**config.mk**
```make
export PLATFORM = sky130hd
export DESIGN_NAME = dmem_arbiter
export DESIGN_NICKNAME = d
export VERILOG_FILES = /design/src/rtl/dmem_arbiter.sv
export SDC_FILE = /design/constraint.sdc
export NUM_CORES = 1
export LEC_CHECK = 0
export BUFFER_PORTS_ARGS = -buffer_cell sky130_fd_sc_hd__buf_2
export CORE_AREA = 2 2 90 92
export CTS_CLUSTER_DIAMETER = 30
export DETAILED_ROUTE_END_ITERATION = 16
export DIE_AREA = 0 0 92 94
export PLACE_DENSITY_LB_ADDON = 0.1
export SKIP_LAST_GASP = 1
export SLEW_MARGIN = 20
export SYNTH_ARGS = -nofsm -noshare
export SYNTH_HDL_FRONTEND = slang
export SYNTH_SLANG_ARGS = --single-unit
```
**constraint.sdc**
```tcl
create_clock -name clk -period 1.2 [get_ports clk]
set_clock_uncertainty 0.05 [all_clocks]
set_input_delay 0.06 -clock clk [delete_from_list [all_inputs] [get_ports clk]]
set_output_delay 0.06 -clock clk [all_outputs]
set_load 0.02 [all_outputs]
```
**src/rtl/dmem_arbiter.sv**
```systemverilog
// Data-memory arbiter: the CPU has priority, and a starvation counter forces bounded host bursts while stalling the core.
// Optional statistics counters are enabled by defining DMEM_ARB_STATS_EN.
module dmem_arbiter #(
  parameter int ADDR_W         = 10,
  parameter int DATA_W         = 32,
  parameter int STARVE_LIMIT   = 4,
  parameter int HOST_BURST_MAX = 2
) (
  input  logic              clk,
  input  logic              rst,
  input  logic [ADDR_W-1:0] cpu_address,
  input  logic [DATA_W-1:0] cpu_data,
  input  logic              cpu_rden,
  input  logic              cpu_wren,
  output logic [DATA_W-1:0] cpu_q,
  output logic              cpu_stall,
  input  logic              host_req,
  input  logic              host_we,
  input  logic [ADDR_W-1:0] host_addr,
  input  logic [DATA_W-1:0] host_wdata,
  output logic              host_gnt,
  output logic              host_rvalid,
  output logic [DATA_W-1:0] host_rdata,
  output logic [ADDR_W-1:0] mem_address,
  output logic [DATA_W-1:0] mem_data,
  output logic              mem_rden,
  output logic              mem_wren,
  input  logic [DATA_W-1:0] mem_q
`ifdef DMEM_ARB_STATS_EN
  ,
  output logic [31:0]       stat_host_gnts,
  output logic [31:0]       stat_cpu_stalls
`endif
);

  localparam int WAIT_W  = (STARVE_LIMIT > 1) ? $clog2(STARVE_LIMIT) : 1;
  localparam int BURST_W = $clog2(HOST_BURST_MAX + 1);
  localparam logic [WAIT_W-1:0]  WAIT_LAST  = WAIT_W'(STARVE_LIMIT - 1);
  localparam logic [BURST_W-1:0] BURST_LAST = BURST_W'(HOST_BURST_MAX - 1);

  typedef enum logic [0:0] {S_CPU = 1'b0, S_HOST = 1'b1} state_t;

  state_t              state;
  logic [WAIT_W-1:0]   wait_cnt;
  logic [BURST_W-1:0]  burst_cnt;
  logic                rd_owner_host;
  logic                cpu_req;
  logic                cpu_gnt;
  logic                host_gnt_c;
  logic                force_host;
  logic                in_burst;

  assign cpu_req  = cpu_rden | cpu_wren;
  assign in_burst = (state == S_HOST) && host_req;

  // Grant decision; S_HOST without a host request falls back to S_CPU rules.
  always_comb begin
    cpu_gnt    = 1'b0;
    host_gnt_c = 1'b0;
    force_host = 1'b0;
    if (in_burst) begin
      host_gnt_c = 1'b1;
    end else if (host_req && !cpu_req) begin
      host_gnt_c = 1'b1;
    end else if (cpu_req && !host_req) begin
      cpu_gnt = 1'b1;
    end else if (cpu_req && host_req) begin
      if (wait_cnt == WAIT_LAST) begin
        host_gnt_c = 1'b1;
        force_host = 1'b1;
      end else begin
        cpu_gnt = 1'b1;
      end
    end else begin
      cpu_gnt = 1'b0;
    end
  end

  assign host_gnt  = host_gnt_c;
  assign cpu_stall = cpu_req & ~cpu_gnt;
  assign cpu_q     = mem_q;

  // Memory port mux: exactly one owner, or an idle port.
  always_comb begin
    mem_address = '0;
    mem_data    = '0;
    mem_rden    = 1'b0;
    mem_wren    = 1'b0;
    if (host_gnt_c) begin
      mem_address = host_addr;
      mem_data    = host_wdata;
      mem_rden    = ~host_we;
      mem_wren    = host_we;
    end else if (cpu_gnt) begin
      mem_address = cpu_address;
      mem_data    = cpu_data;
      mem_rden    = cpu_rden;
      mem_wren    = cpu_wren;
    end else begin
      mem_rden    = 1'b0;
    end
  end

  // Arbitration state, starvation/burst counters and read-owner tracking.
  always_ff @(posedge clk) begin
    if (rst) begin
      state         <= S_CPU;
      wait_cnt      <= '0;
      burst_cnt     <= '0;
      rd_owner_host <= 1'b0;
    end else begin
      rd_owner_host <= host_gnt_c & ~host_we;
      if (in_burst) begin
        burst_cnt <= burst_cnt + BURST_W'(1);
        state     <= (burst_cnt == BURST_LAST) ? S_CPU : S_HOST;
      end else begin
        state <= S_CPU;
        if (!host_req || !cpu_req) begin
          wait_cnt <= '0;
        end else if (force_host) begin
          wait_cnt  <= '0;
          burst_cnt <= BURST_W'(1);
          state     <= (HOST_BURST_MAX == 1) ? S_CPU : S_HOST;
        end else begin
          wait_cnt <= wait_cnt + WAIT_W'(1);
        end
      end
    end
  end

  // Gating with rst drops a read that was in flight when reset arrived.
  assign host_rvalid = rd_owner_host & ~rst;
  assign host_rdata  = host_rvalid ? mem_q : '0;

`ifdef DMEM_ARB_STATS_EN
  // Saturating grant and stall statistics.
  always_ff @(posedge clk) begin
    if (rst) begin
      stat_host_gnts  <= 32'd0;
      stat_cpu_stalls <= 32'd0;
    end else begin
      if (host_gnt_c && (stat_host_gnts != 32'hFFFF_FFFF)) begin
        stat_host_gnts <= stat_host_gnts + 32'd1;
      end
      if (cpu_stall && (stat_cpu_stalls != 32'hFFFF_FFFF)) begin
        stat_cpu_stalls <= stat_cpu_stalls + 32'd1;
      end
    end
  end
`endif

endmodule

```
==> flow_summary.toml, run 1 <==
[synth]
synthesis.nets = 284
ys_seq_elements = 6
syn_area_um2 = 1294
synth_cells = 160
synth_warnings = 0
ys_async_sr_fraction_pct = 0
synth_edf_count = 0
seq_area_frac_synth_pct = 9.284
syn-mean-instance-area_um2 = 8.086
synth_top_flop_cell = "dfxtp_1"
ys_types = 27

[route]
vias_per_cell = 4.263
dr_total_vias = 2055
wirelength_um = 7876
avgRoutedWirePerCell_um = 16.34
drc_errors = 0
drtPass1Iterations = 4
ant_nets = 0
drt_iter0_drc = 16

[cells_and_area]
final_area_um2 = 3580
drive_gt1_share_pct = 92.88
syn_to_final_growth_pct = 176.7
fin_nets = 505

[power_and_ir_drop]
power.leakage_nw = 1.918
vdd_drop_max_uv = 258.4
power_mw = 1.770
seqPwrFrac_pct = 11.7
combPwrFrac_pct = 70.6
p_sw_mw = 0.6792
p_int_mw = 1.091
swShare_pct = 38.37
power_density_nw_per_um2 = 494.4
clock_power_share_pct = 17.6

[status]
violations = "setup timing"
status = "complete, but fails checks"

[floorplanning]
initial_core_util_pct = 17.01
rows = 32
io_pins = 233
die_area_um2 = 8648
die_x_um = 92
fp.dieH_um = 94
core_area_um2 = 7607

[worst_hold_path]
min_path_cells = 2
hp-start = "rst"
worst_hold_path.endpoint = "rd_owner_host"
worst_hold_path_type = "primary input to register"

[worst_setup_path]
rrSetupSlack_ps = -160
required_ps = 1090
critPathKind = "register to output port"
start_kind = "register"
crit_slowest_cell = "dfxtp_2"
path_common_cell = "buf_6"
critPathLaunch = "wait_cnt[0]"
crit_fanout = 8
r2r_start = "wait_cnt[0]"
path_cells = "ha_4 -> nor2_4 -> a21boi_4 -> buf_6 -> clkbuf_16 -> a22o_4 -> buf_6"
cp.arrival_ps = 1620
rr_endpoint = "rd_owner_host"
crit_path_end_kind = "output port"
critPathMaxStageDelay_ps = 330
r2r.worst_path.cells = 7

[place]
detailed_place.area_um2 = 2770
hpwl_um = 5957
io_buffers = 232
gp_congestion = 0.7350

[clock_network]
cts_buffers = 3
htreeDepth = 1
cts_tree = "built"
clock_path_buffers = 2
root_buffer = "clkbuf_8"
clkTransAtPathRegs_ps = 40
worst_skew_pair.late_latency_ps = 230
cts_num_sinks = 6

[timing]
worst_pin_slew_ps = 379.4
fin_ws_ps = -525.9
slew_headroom_pct = 74.44
grt_setup_unrepaired = "yes"
min_period_over_period_pct = 143.8
hold_viol_final = 0
timing.fmax_ghz = 0.5794
setup_viol = 79
period_needed_ps = 1726
drv_slew = 0

[global_routing]
grt_usage_pct = 16.02
grt_pass1_vias = 2057
grt.overflow.total = 0
grt_max_degree = 18
grt_antenna_before_repair = 1
grt_pass1_wl_um = 10980

[run]
max_cap_viol_count = 0
==> how the worst max path moves through the flow <==
stage                           to  slack, ps  depth (start not counted)
global route        mem_address[5]       -590                          7
finish                mem_data[25]       -530                          7
global placement    mem_address[9]       -260                          6
CTS                   mem_data[24]       -540                          7
floorplan           mem_address[0]       -110                          6
detailed placement    mem_data[16]       -290                          6
==> cells in the mapped netlist (2+ instances only) <==
cell type   n  area [um2]
nor2b_1     2       12.51
and2_1     33       206.5
nand3b_1    4       30.03
buf_2       2       10.01
buf_4      32       240.2
o21ai_0     2       10.01
ha_1        2       25.02
buf_6       9       101.4
nand2b_1    2       12.51
dfxtp_1     6       120.1
inv_1       2       7.510
nand2_1     4       15.01
clkbuf_1    3       11.26
a22o_1     42       367.9
a32o_1      2       20.02
a21oi_1     2       10.01
==> final cells by class <==
type / count / area [um2]
multi-input cells: 106 / 1275
diodes: 1 / 2.502
well taps: 102 / 127.6
inverters: 2 / 7.507
clock buffers: 3 / 41.29
fillers: 727 / 4028
flip-flops and latches: 6 / 125.1
repair buffers: 262 / 2001
==> logic make-up after synthesis <==
group	share of synthesized area, %
multiplexers	0.8703
adder cells (fa/ha/maj)	1.934
flip-flops	9.285
AND/OR/NAND/NOR	25.14
buffers and inverters	28.63
AO/OA/AOI/OAI	34.14
==> what timing repair did <==
action / 4_1_cts / 5_1_grt
pin swaps: 31 / 24
resized for setup: 120 / 80
hold buffers: 1 / 0
setup endpoints to repair: 80 / 84
gates cloned: 5 / 2
hold endpoints to repair: 1 / 0
setup buffers: 7 / 3
==> flip-flops by register name, summed over array words and instances (netlist names) <==
name	cells
rd_owner_host	1
state	1
wait_cnt	2
burst_cnt	2
==> metal layers <==
layer | wire length, um | GRT usage (%) | up-vias | part of all wire (%)
li1 | - | - | 989 | -
met3 | 589 | 2.970 | 8 | 7.5
met1 | 2659 | 16.35 | 952 | 34
met4 | 116 | 3.731 | 0 | 1.5
met2 | 4510 | 33.15 | 106 | 57
met5 | 0 | 0 | - | 0
==> layout by cell type (no fill, tap or decap), drive strengths merged, types with 2 or more instances in the layout <==
master and n:
nor3b 2, nor2b 2, buf 259, nand3b 4, a22o 42, and2 33, nand2 4, ha 2
a21oi 2, inv 2, a32o 2, clkbuf 5, nor2 2, nand2b 2, dfxtp 6, o21ai 3
==> critical path, delay by kind of cell, from the launching register on <==
kind / cells / cell delay (ps)
AOI/OAI and AO/OA: 2 / 320
adders and majority gates: 1 / 180
buffers and inverters: 3 / 430
DFF: 1 / 330
and+or+nand+nor: 1 / 140
==> per-stage QoR <==
step | TNS [ps] | hold WS, ps | instances | util (%) | worst slack, ps
global route | -29790 | 65.12 | 482 | 47.06 | -593.3
CTS | -25060 | 64.43 | 480 | 43.24 | -535.5
global placement | -10320 | 216.1 | 464 | 36.41 | -262.0
floorplan | -4218 | 78.75 | 160 | - | -105.7
detailed placement | -11440 | 219.8 | 464 | 36.41 | -291.3
finish | -24660 | 52.70 | 482 | 47.06 | -525.9
==> power groups by stage <==
stage               combinational (mW)  sequential, mW  clock (mW)
finish                            1.25           0.208       0.312
global route                      1.32           0.208       0.337
CTS                               1.11           0.208       0.320
detailed placement                1.04           0.211           0
global placement                  1.04           0.211           0
floorplan                        0.674           0.210           0
Note: power is estimated with default switching activity, not from simulation.
==> run 2: changes to the inputs <==
--- a/config.mk
+++ b/config.mk
@@ -11,6 +11,7 @@
 export DETAILED_ROUTE_END_ITERATION = 16
 export DIE_AREA = 0 0 92 94
 export PLACE_DENSITY_LB_ADDON = 0.1
+export RECOVER_POWER = 100
 export SKIP_LAST_GASP = 1
 export SLEW_MARGIN = 20
 export SYNTH_ARGS = -nofsm -noshare
==> flow_summary.toml, run 2 (synthesis gave the netlist of run 1 again) <==
[timing]
grt_setup_unrepaired = "yes"
fin_ws_ps = -525.9
drv_slew = 0
timing.fmax_ghz = 0.5794
worst_pin_slew_ps = 379.4
slew_headroom_pct = 74.44
setup_viol = 79
fin_tns_setup_ps = -24640
hold_viol_final = 0
hold-worst-slack_ps = 52.69
period_needed_ps = 1726
min_period_over_period_pct = 143.8

[route]
vias_per_cell = 4.253
wirelength_um = 7914
ant_nets = 0
avgRoutedWirePerCell_um = 16.42
drt_iter0_drc = 16
drtPass1Iterations = 4
drc_errors = 0
dr_total_vias = 2050

[cells_and_area]
final_area_um2 = 3540
reg.largest.list = "burst_cnt: 2 flops, wait_cnt: 2 flops"
syn_to_final_growth_pct = 173.6
final_cell_mix = "buf_2, buf_6, a22o_4"
fin_nets = 505
drive_gt1_share_pct = 84.43
post-route-util_pct = 46.53
layout_commonest_cell = "buf_2"

[worst_hold_path]
worst_hold_path_type = "primary input to register"
min_path_cells = 2

[worst_setup_path]
start_kind = "register"
rrSetupSlack_ps = -160
r2r.worst_path.cells = 7
rr_endpoint = "rd_owner_host"
required_ps = 1090
crit_end = "mem_data[25]"
crit_fanout = 8
r2r_start = "wait_cnt[0]"
critPathKind = "register to output port"
critPathLaunch = "wait_cnt[0]"
cp.arrival_ps = 1620
crit_path_end_kind = "output port"

[clock_network]
root_buffer = "clkbuf_8"
clkTransAtPathRegs_ps = 40
cts_num_sinks = 6
clock_path_buffers = 2
cts_buffers = 3
worst_skew_pair.late_latency_ps = 230
cts_tree = "built"
htreeDepth = 1

[place]
hpwl_um = 5957
gp_congestion = 0.7350
detailed_place.area_um2 = 2770
io_buffers = 232

[power_and_ir_drop]
power.leakage_nw = 1.830
power_density_nw_per_um2 = 496.5
vdd_drop_max_uv = 258.4
power_mw = 1.757

[global_routing]
grt.overflow.total = 0
use_met2_pct = 33.15
grt_busiest_layer = "met2"
grt_pass1_vias = 2057
use_met1_pct = 16.35
grt_max_degree = 18
grt_pass1_wl_um = 10980
grt_util_met3_pct = 2.970
grt_usage_pct = 16.02
grt_antenna_before_repair = 1

[floorplanning]
die_x_um = 92
fp.dieH_um = 94
rows = 32
die_area_um2 = 8648
core_area_um2 = 7607
io_pins = 233
initial_core_util_pct = 17.01

[status]
violations = "setup timing"
status = "complete, but fails checks"

[run]
max_cap_viol_count = 0
## run 2: cell count changes in the layout (fill, tap and decap cells not counted)
cell,delta
clkbuf_1,+32
buf_2,-32
## run 2: timing repair
action / in CTS / in global routing
gates resized for setup: 120 / 80
endpoints found under the hold margin: 1 / 0
gates cloned: 5 / 2
pin swaps: 31 / 24
setup endpoints to repair: 80 / 84
setup buffers: 7 / 3
hold buffers: 1 / 0
## run 2: per-stage QoR
stage	cells	setup WS [ps]
after CTS	480	-535.5
after global placement	464	-262.0
after global routing	482	-593.3
after floorplan	160	-105.7
final	482	-525.9
after detailed placement	464	-291.3
## run 2: final cells by class
cell class	instances	area (um2)
sequential	6	125.1
tap	102	127.6
clock buffer	3	41.29
multi-input combinational	106	1275
inverter	2	7.507
timing repair buffer	262	1961
antenna	1	2.502
fill	745	4068
## run 2: worst max-delay path, stage by stage, from the launching register on
cell and delay, ps:
dfxtp_2 330, ha_4 180, nor2_4 140, a21boi_4 80, buf_6 140, clkbuf_16 160, a22o_4 240, buf_6 130
## run 2: worst min path at each step
stage | slack, ps | end | start
after global routing | 70 | rd_owner_host | rst
after CTS | 60 | rd_owner_host | rst
final | 50 | rd_owner_host | rst
after global placement | 220 | rd_owner_host | host_we
after detailed placement | 220 | rd_owner_host | host_we
after floorplan | 80 | rd_owner_host | rst
## run 2: power breakdown
group	switching [mW]	internal [mW]	total, mW
Combinational	0.583	0.654	1.24
Sequential	0.00334	0.205	0.208
Clock	0.0958	0.216	0.312
Total	0.682	1.08	1.76
## run 2: routing by layer
| layer | vias up | share of wire [%] |
|---|---|---|
| met4 | 0 | 1.5 |
| met2 | 106 | 57 |
| met3 | 8 | 7.7 |
| met5 | - | 0 |
| met1 | 948 | 34 |
| li1 | 988 | - |
